$ cat src/rtl/cipher_bit_packer_if.sv
// ============================================================================
// Module  : cipher_bit_packer_if
// Purpose : Bit-stream input, word output and frame control bundle for
//           cipher_bit_packer. word_parity exists only with PACKER_PARITY_EN.
// Rev     : 1.0  initial release
// ============================================================================
`default_nettype none

interface cipher_bit_packer_if #(
    parameter int WORD_W = 8
);
    logic              bit_in;
    logic              bit_valid;
    logic              start;
    logic              flush;
    logic [WORD_W-1:0] word_out;
    logic [4:0]        word_len;
    logic              word_valid;
    logic              word_ready;
    logic              busy;
    logic              overflow;
`ifdef PACKER_PARITY_EN
    logic              word_parity;

    modport master (
        input  bit_in, bit_valid, start, flush, word_ready,
        output word_out, word_len, word_valid, busy, overflow, word_parity
    );

    modport slave (
        output bit_in, bit_valid, start, flush, word_ready,
        input  word_out, word_len, word_valid, busy, overflow, word_parity
    );
`else
    modport master (
        input  bit_in, bit_valid, start, flush, word_ready,
        output word_out, word_len, word_valid, busy, overflow
    );

    modport slave (
        output bit_in, bit_valid, start, flush, word_ready,
        input  word_out, word_len, word_valid, busy, overflow
    );
`endif
endinterface

`default_nettype wire

$ cat src/rtl/cipher_bit_packer.sv
// ============================================================================
// Module  : cipher_bit_packer
// Purpose : Packs a serial ciphertext bit stream into WORD_W-bit words behind
//           a 2-entry valid/ready buffer. Optional macro PACKER_PARITY_EN.
// Rev     : 1.0  initial release
// ============================================================================
`default_nettype none

module cipher_bit_packer #(
    parameter int WORD_W    = 8,
    parameter bit MSB_FIRST = 1'b1
) (
    input  wire logic             clk,
    input  wire logic             reset_n,
    cipher_bit_packer_if.master   bus
);

    localparam logic [4:0] LEN_FULL = 5'(WORD_W);

    typedef enum logic [0:0] {
        S_IDLE    = 1'b0,
        S_COLLECT = 1'b1
    } state_t;

    typedef struct packed {
        logic              valid;
        logic [WORD_W-1:0] data;
        logic [4:0]        len;
`ifdef PACKER_PARITY_EN
        logic              par;
`endif
    } entry_t;

    state_t            state;
    logic [WORD_W-1:0] shreg;
    logic [4:0]        count;
    entry_t            ent0;
    entry_t            ent1;
    logic              ovf;

    logic              take_bit;
    logic [WORD_W-1:0] shreg_nxt;
    logic [4:0]        count_nxt;
    logic [4:0]        gap;
    logic              push;
    logic              drain;
    entry_t            push_ent;

    // Received bits sit at the low end (MSB-first) or high end (LSB-first)
    // of the shift register; the final shift aligns and zero-pads them.
    always_comb begin
        take_bit  = (state == S_COLLECT) && bus.bit_valid;
        shreg_nxt = shreg;
        if (take_bit) begin
            if (MSB_FIRST)
                shreg_nxt = {shreg[WORD_W-2:0], bus.bit_in};
            else
                shreg_nxt = {bus.bit_in, shreg[WORD_W-1:1]};
        end
        count_nxt = count + {4'd0, take_bit};
        gap       = LEN_FULL - count_nxt;
        push      = (state == S_COLLECT) &&
                    ((count_nxt == LEN_FULL) || (bus.flush && (count_nxt != 5'd0)));
        drain     = ent0.valid && bus.word_ready;

        push_ent       = '0;
        push_ent.valid = 1'b1;
        push_ent.len   = count_nxt;
        if (MSB_FIRST)
            push_ent.data = shreg_nxt << gap;
        else
            push_ent.data = shreg_nxt >> gap;
`ifdef PACKER_PARITY_EN
        push_ent.par = ^push_ent.data;
`endif
    end

    always_ff @(posedge clk or negedge reset_n) begin
        if (!reset_n) begin
            state <= S_IDLE;
            count <= '0;
            shreg <= '0;
            ent0  <= '0;
            ent1  <= '0;
            ovf   <= 1'b0;
        end else begin
            if (drain) begin
                if (ent1.valid) begin
                    ent0 <= ent1;
                    ent1 <= push ? push_ent : '0;
                end else begin
                    ent0 <= push ? push_ent : '0;
                end
            end else if (push) begin
                if (!ent0.valid)
                    ent0 <= push_ent;
                else if (!ent1.valid)
                    ent1 <= push_ent;
                else
                    ovf <= 1'b1;
            end

            // start is applied after any flush push, so it also wins on overflow
            if (bus.start) begin
                state <= S_COLLECT;
                count <= '0;
                shreg <= '0;
                ovf   <= 1'b0;
            end else if ((state == S_COLLECT) && bus.flush) begin
                state <= S_IDLE;
                count <= '0;
                shreg <= '0;
            end else if (push) begin
                count <= '0;
                shreg <= '0;
            end else begin
                count <= count_nxt;
                shreg <= shreg_nxt;
            end
        end
    end

    assign bus.word_out   = ent0.data;
    assign bus.word_len   = ent0.len;
    assign bus.word_valid = ent0.valid;
    assign bus.busy       = (state == S_COLLECT);
    assign bus.overflow   = ovf;
`ifdef PACKER_PARITY_EN
    assign bus.word_parity = ent0.par;
`endif

endmodule

`default_nettype wire
$ cat src/flat_wrapper.sv
// flat-port wrapper written by rule: the top's interface ports become plain ports
module cipher_bit_packer_flat 
#(
    parameter int WORD_W    = 8,
    parameter bit MSB_FIRST = 1'b1
)
  (clk, reset_n, bus_bit_in, bus_bit_valid, bus_start, bus_flush, bus_word_ready, bus_word_out, bus_word_len, bus_word_valid, bus_busy, bus_overflow);
  cipher_bit_packer_if #(.WORD_W(WORD_W)) bus_i ();
  input  wire logic clk;
  input  wire logic reset_n;
  input wire logic [$bits(bus_i.bit_in)-1:0] bus_bit_in;
  input wire logic [$bits(bus_i.bit_valid)-1:0] bus_bit_valid;
  input wire logic [$bits(bus_i.start)-1:0] bus_start;
  input wire logic [$bits(bus_i.flush)-1:0] bus_flush;
  input wire logic [$bits(bus_i.word_ready)-1:0] bus_word_ready;
  output wire logic [$bits(bus_i.word_out)-1:0] bus_word_out;
  output wire logic [$bits(bus_i.word_len)-1:0] bus_word_len;
  output wire logic [$bits(bus_i.word_valid)-1:0] bus_word_valid;
  output wire logic [$bits(bus_i.busy)-1:0] bus_busy;
  output wire logic [$bits(bus_i.overflow)-1:0] bus_overflow;
  assign bus_i.bit_in = bus_bit_in;
  assign bus_i.bit_valid = bus_bit_valid;
  assign bus_i.start = bus_start;
  assign bus_i.flush = bus_flush;
  assign bus_i.word_ready = bus_word_ready;
  assign bus_word_out = bus_i.word_out;
  assign bus_word_len = bus_i.word_len;
  assign bus_word_valid = bus_i.word_valid;
  assign bus_busy = bus_i.busy;
  assign bus_overflow = bus_i.overflow;
  cipher_bit_packer #(.WORD_W(WORD_W), .MSB_FIRST(MSB_FIRST)) u_core (.clk(clk), .reset_n(reset_n), .bus(bus_i));
endmodule
$ cat config.mk
export PLATFORM = sky130hd
export DESIGN_NAME = cipher_bit_packer_flat
export DESIGN_NICKNAME = d
export VERILOG_FILES = /design/src/rtl/cipher_bit_packer_if.sv /design/src/rtl/cipher_bit_packer.sv /design/src/flat_wrapper.sv
export SDC_FILE = /design/constraint.sdc
export NUM_CORES = 1
export LEC_CHECK = 0
export ABC_AREA = 1
export BUFFER_PORTS_ARGS = -buffer_cell sky130_fd_sc_hd__buf_2
export CELL_PAD_IN_SITES_DETAIL_PLACEMENT = 1
export CELL_PAD_IN_SITES_GLOBAL_PLACEMENT = 2
export CORE_MARGIN = 2
export CORE_UTILIZATION = 35
export CTS_CLUSTER_DIAMETER = 40
export CTS_CLUSTER_SIZE = 30
export DETAILED_ROUTE_END_ITERATION = 12
export PLACE_DENSITY_LB_ADDON = 0.2
export SLEW_MARGIN = 10
export SYNTH_ARGS = -nofsm -noshare
export SYNTH_HDL_FRONTEND = slang
export SYNTH_SLANG_ARGS = --single-unit
$ cat constraint.sdc
create_clock -name clk -period 3.4 [get_ports clk]
set_clock_uncertainty 0.1 [all_clocks]
set_input_delay 0.17 -clock clk [delete_from_list [all_inputs] [get_ports clk]]
set_output_delay 0.17 -clock clk [all_outputs]
set_load 0.01 [all_outputs]
* After elaboration in Yosys (flattened, before gate mapping)
Cells that the tools add are included.
** Word-level totals
- Input bits :: 7
- Flip-flop bits (word level) :: 43
** Operators by class
- Add/subtract/negate cells :: 2
- Shifts and indexed selects :: 1
- Equal/unequal tests :: 5
- Reduce and logical (&&, ||, !) cells :: 17
- Multiplexer cells :: 24
** Operator list (number)
- $mux W14 :: 8
- $mux W8 :: 4
- $mux W13 :: 2
- $mux W5 :: 3
- $reduce_bool A2 Y1 :: 6
- $reduce_and A4 Y1 :: 2
- $shl A8 B5 Y8 :: 1
- $mux W1 :: 7
- $ne A2 B2 Y1 const B :: 3
- $add A5 B1 Y5 :: 1
- $eq A5 B4 Y1 const B :: 1
- $logic_and A1 B1 Y1 :: 5
- $reduce_bool A5 Y1 :: 1
- $sub A4 B5 Y5 const A :: 1
- $reduce_and A2 Y1 :: 2
- $ne A2 B1 Y1 const B :: 1
- $logic_or A1 B1 Y1 :: 1

* Depth between registers and ports, before layout
- Depth after elaboration :: 9
- Depth in mapped cells :: 17

* Least setup slack after synthesis
OpenSTA, ideal clock, no wires.
- Path type :: reg2reg
- From :: register u_core.state, in the netlist u_core.bus.busy
- To :: register u_core.ent1[0] in the netlist's numbering
- Required time :: 3.170 ns
- Cell stages (with the launch flop) :: 18
- Buffers on the path :: 2
- Arrival time :: 2.328 ns
- Setup slack :: 0.842 ns
- Clock period less this slack :: 2.558 ns
- Cells stage by stage :: dfrtp_1 -> nand2_2 -> nand2_1 -> nand2_1 -> buf_1 -> ha_1 -> nand2_4 -> nor2_4 -> nor2_2 -> nor2_4 -> nand2_4 -> o21ai_4 -> nand2_2 -> nor2_4 -> inv_2 -> buf_6 -> nand2_1 -> o21ai_2
** Between the ends
- Cells in the longest elaborated chain, start to end :: 9
** RTL lines
- start: declaration :: RTL line cipher_bit_packer.sv:34 : state_t state;
- start signal: assignment :: RTL line cipher_bit_packer.sv:80 : state <= S_IDLE;
- start signal: assignment :: RTL line cipher_bit_packer.sv:105 : state <= S_COLLECT;
- start signal: assignment :: RTL line cipher_bit_packer.sv:110 : state <= S_IDLE;
- $logic_and A1 B1 Y1 :: RTL line cipher_bit_packer.sv:52 : take_bit = (state == S_COLLECT) && bus.bit_valid;
- $add A5 B1 Y5 :: RTL line cipher_bit_packer.sv:60 : count_nxt = count + {4'd0, take_bit};
- $reduce_bool A5 Y1 :: RTL line cipher_bit_packer.sv:63 : ((count_nxt == LEN_FULL) || (bus.flush && (count_nxt != 5'd0)));
- $logic_and A1 B1 Y1 :: RTL line cipher_bit_packer.sv:63
- $logic_or A1 B1 Y1 :: RTL line cipher_bit_packer.sv:63
- $logic_and A1 B1 Y1 :: RTL line cipher_bit_packer.sv:62 : push = (state == S_COLLECT) &&
- $mux W14 :: RTL line cipher_bit_packer.sv:90 : ent1 <= push ? push_ent : '0;
- $mux W14 :: RTL line cipher_bit_packer.sv:88 : if (ent1.valid) begin
- $mux W14 :: RTL line cipher_bit_packer.sv:87 : if (drain) begin
- end signal: assignment :: RTL line cipher_bit_packer.sv:90
- end signal: assignment :: RTL line cipher_bit_packer.sv:98 : ent1 <= push_ent;
- end: declaration :: RTL line cipher_bit_packer.sv:38 : entry_t ent1;
Several ways; a longest one is shown, not always the timed one. The select of a mux whose other input is x is not followed.
A chain may end at the register's enable or synchronous reset.

* Final worst setup path
- From :: register u_core.state, in the netlist u_core.bus.busy
- To :: register u_core.ent0, in the netlist u_core.bus.word_out[2]
** Between the ends
- Cells in the longest elaborated chain, start to end :: 9
** RTL lines
- parallel branches: the longest is 9 deep, another holds $add A5 B1 Y5
- end signal: assignment :: RTL line cipher_bit_packer.sv:89 : ent0 <= ent1;
- end signal: assignment :: RTL line cipher_bit_packer.sv:92 : ent0 <= push ? push_ent : '0;
- end signal: assignment :: RTL line cipher_bit_packer.sv:96 : ent0 <= push_ent;
- end: declaration :: RTL line cipher_bit_packer.sv:37 : entry_t ent0;
Parallel ways; which one is timed is not known. The select of a mux whose other input is x is not followed.

==> flow_results.org <==
** Status
- The flow ran to the end, and the final reports show no timing, DRC or antenna violations.

** Clocking
- CTS saw 43 sinks.
- Post-cts repair resize count :: 0
- Once the clock tree was built, the setup fixing pass inserted 0 buffers.
- Buffer levels on the longest clock path :: 2
- H-tree depth reported by CTS :: 2
- Clock tree from TritonCTS :: yes
- Clock tree synthesis inserted a total of 5 buffers.
- The root buffer cell chosen for the clock tree is clkbuf_8.
- Clk_lat worst skew :: 300 ps
- Buffers inserted to repair hold after CTS numbered 3.
- Reg clk slew, reported paths :: 90 ps

** Floorplan
- Die Height :: 86.87 µm
- In this run the core area contains 30 standard-cell rows.
- Total Die Area :: 7546 µm²
- Core region area :: 6719 µm²
- In this run the count of I/O pins placed on the die edge is 23.
- The floorplan step set the die width to 86.87 µm.
- For this configuration, the core starts out at a cell density of 0.3577.

** Route
- After the first detailed-routing iteration, the DRC count stood at 65.
- Post-Route WL :: 6.442 mm
- After detailed routing, the number of vias per cell comes to 5.177.
- Wire length per cell :: 15.60 µm
- The routed layout has 2138 vias.
- ANT nets after route :: 0
- Before antenna repair, the detailed router went through 4 iterations.
- After detailed routing, the number of remaining DRC violations is 0.

** Synthesis
- The synthesized design contains 43 register bits.
- Synthesized instance count :: 308
- The cell area that synthesis handed to floorplanning was 2404 µm².
- The synthesized netlist contains 33 unique library cells.
- Of the synthesized area, sequential elements account for 0.4477.
- Yosys synthesis warning count :: 0
- After synthesis, the mean cell area works out to 7.804 µm².
- Post-Synthesis Net Count :: 317

** Timing
- Setup violations remaining at the end of the flow were counted as 0.
- Derived from the worst setup path, the maximum achievable clock frequency is 0.3465 GHz.
- The hold violation count in the final report came to 0.
- Max transition margin :: 0.3445
- Post-route fraction of the period consumed by the critical path :: 0.8489
- Unrepaired setup endpoints after global routing :: false
- The worst path needs 2886 ps of the cycle, external delays included.
- Final slew viol count :: 0
- Min Hold Slack :: 233.6 ps
- Setup TNS :: 0 ps
- Slew at the pin with the worst max-slew slack :: 983.2 ps

** Hold path
- The worst hold path begins at bus_word_ready.
- The worst hold path was traced through 4 stages.
- In this run the worst hold path is classified as in -> reg.
- Endpoint with the worst hold slack :: u_core.ent1[13]

** Placement
- Placement-stage cell area :: 2570 µm²
- Detailed placement HPWL :: 4.710 mm
- PortBufs :: 22
- The congestion estimate from routability-driven global placement came to 0.7975.

** Pwr
- The design draws 1.772 mW.
- The analysis attributes to cell leakage a power of 1.288 nW.
- Dividing total power by cell area gives a power density of 653.3 nW/µm².
- VDD sags by at most 0.2785 mV.

** Run
- Number of max-cap violations :: 0

** Setup path
- Critical register-to-register path startpoint :: u_core.bus.busy
- The worst setup path is launched from a register.
- Req. time, crit path :: 3540 ps
- The endpoint identified for the worst register-to-register timing path is u_core.bus.word_out[2].
- Endpoint type of the worst setup path :: register
- Arrival time at the worst endpoint :: 3020 ps
- Setup slack on the worst reg-to-reg path comes out at 510 ps.
- Number of cells on the worst reg-to-reg path :: 13
- Of all nets on the critical path, the largest fanout is 18.
- Worst setup path class :: reg -> reg

** Cells and area
- Counting the fill cells in the layout gives 843.
- At the end of the flow the core is filled with cells to 0.4037.
- In the final layout, the share of cells above drive strength 1 is 0.1892.
- Post-layout instance area :: 2713 µm²
- In the final layout, the multi-input gates occupy 1120 µm².
- Sequential standard cell area :: 1076 µm²
- # nets final :: 341
- Area Growth Syn to Fin :: 12.86%
- Number of antenna repair diodes :: 0

** Global route
- Global routing finished with a remaining overflow of 0.
- Overall routing resource usage :: 0.1923
- First-pass GRT wire length :: 11.34 mm
- The initial antenna violation count is 0.
- Entering global routing, the biggest net connects 44 pins.
- The via count of the first global-routing pass was 2266.
## metrics by stage
step / cells / worst slack, ps
after floorplan: 308 / 842.1
after CTS: 413 / 459.5
final: 413 / 513.7
after detailed placement: 402 / 481.2
after global placement: 402 / 558.4
after global routing: 413 / 195.6
## worst max-delay path by stage
stage,end,start,slack [ps]
3_3_place_gp,u_core.bus.word_out[1],u_core.bus.busy,560
6_report,u_core.bus.word_out[2],u_core.bus.busy,510
2_1_floorplan,u_core.ent1[0],u_core.bus.busy,840
4_1_cts,u_core.bus.word_out[1],u_core.bus.busy,460
5_1_grt,u_core.bus.word_len[4],u_core.bus.busy,200
3_5_place_dp,u_core.bus.word_out[1],u_core.bus.busy,480
## report_power, final
part | leakage [nW] | total, mW | internal [mW] | switching [mW]
clock network | 0.0581 | 0.416 | 0.219 | 0.196
registers | 0.566 | 0.701 | 0.632 | 0.0682
logic | 0.664 | 0.656 | 0.213 | 0.443
## state kept, by name, summed over array words and instances, names as in the netlist
name and cells:
u_core.bus.word_valid 1, u_core.ent1 14, u_core.bus.word_out 8, u_core.count 5
u_core.bus.word_len 5, u_core.shreg 8, u_core.bus.busy 1, u_core.bus.overflow 1
## layout by cell type (no fill, tap or decap), types with 2 or more instances in the layout
cell	count
nor3_1	2
nand2_1	67
ha_1	2
dfrtp_1	43
nand4_1	5
o21ai_2	5
nand2_4	2
inv_2	4
o311ai_1	2
o21bai_1	2
dlygate4sd3_1	3
nand3_1	34
nor2_1	30
o22ai_1	4
nand2_2	7
nor2_4	4
or2_2	2
o21ai_1	4
a21oi_1	26
buf_2	22
inv_1	32
clkbuf_8	5
o21ai_0	12
buf_4	3
## final cells by class
class / count / share of cell area
timing repair buffer: 28 / 0.05996
clock buffer: 5 / 0.02537
sequential: 43 / 0.3967
inverter: 37 / 0.05212
tap: 80 / 0.03690
multi-input combinational: 217 / 0.4128
clock inverter: 3 / 0.01614
## cells in the mapped netlist
cell | count | area [µm²]
nand2_1 | 67 | 251.5
xnor2_2 | 1 | 16.27
a21oi_1 | 26 | 130.1
buf_2 | 2 | 10.01
o21bai_1 | 2 | 15.01
nor3_1 | 2 | 10.01
nor2_8 | 1 | 20.02
nand3_2 | 1 | 10.01
nor2_1 | 30 | 112.6
inv_1 | 32 | 120.1
o311ai_1 | 2 | 17.52
dfrtp_1 | 43 | 1076
inv_4 | 1 | 6.260
o21ai_2 | 5 | 43.79
nor2_2 | 1 | 6.260
ha_1 | 2 | 25.02
nor2_4 | 4 | 45.04
buf_6 | 2 | 22.52
buf_1 | 1 | 3.750
clkbuf_1 | 4 | 15.01
nand2_2 | 7 | 43.79
o22ai_1 | 4 | 25.02
and3_1 | 1 | 6.260
o2111ai_1 | 1 | 8.760
nand3_1 | 34 | 170.2
nand2_4 | 2 | 22.52
buf_4 | 2 | 15.01
nand4_1 | 5 | 31.28
o21ai_0 | 12 | 60.06
or2_2 | 2 | 12.51
inv_2 | 4 | 15.01
o21ai_4 | 1 | 16.27
o21ai_1 | 4 | 20.02
## metal layers
metal | vias up | wire, µm | track usage | part of all wire
met1 | 1049 | 2915 | 0.2382 | 0.45
met5 | - | 0 | 0 | 0
met4 | 0 | 114 | 0.05114 | 0.018
met3 | 10 | 135 | 0.03223 | 0.021
li1 | 1053 | - | - | -
met2 | 26 | 3277 | 0.3442 | 0.51
## critical path, cell delays in order (launching register included)
cell and delay [ps]:
dfrtp_1 440, nand2_2 280, nor2_4 50, ha_1 290
inv_1 170, ha_1 250, nand2_4 90, nor2_4 130
nor2_2 60, nor2_4 90, nand2_4 100, o21ai_2 450
nand4_1 170, a21oi_1 150
## logic make-up (layout without fill, tap and decap cells)
family	after synthesis	in the layout	synth area share
adder cells (fa/ha/maj)	2	2	0.01041
XOR/XNOR	1	1	0.006769
AND/OR/NAND/NOR	157	157	0.3087
flip-flops	43	43	0.4477
buffers and inverters	48	73	0.08641
AO/OA/AOI/OAI	57	57	0.1400
Power figures use the tool's default switching activity.
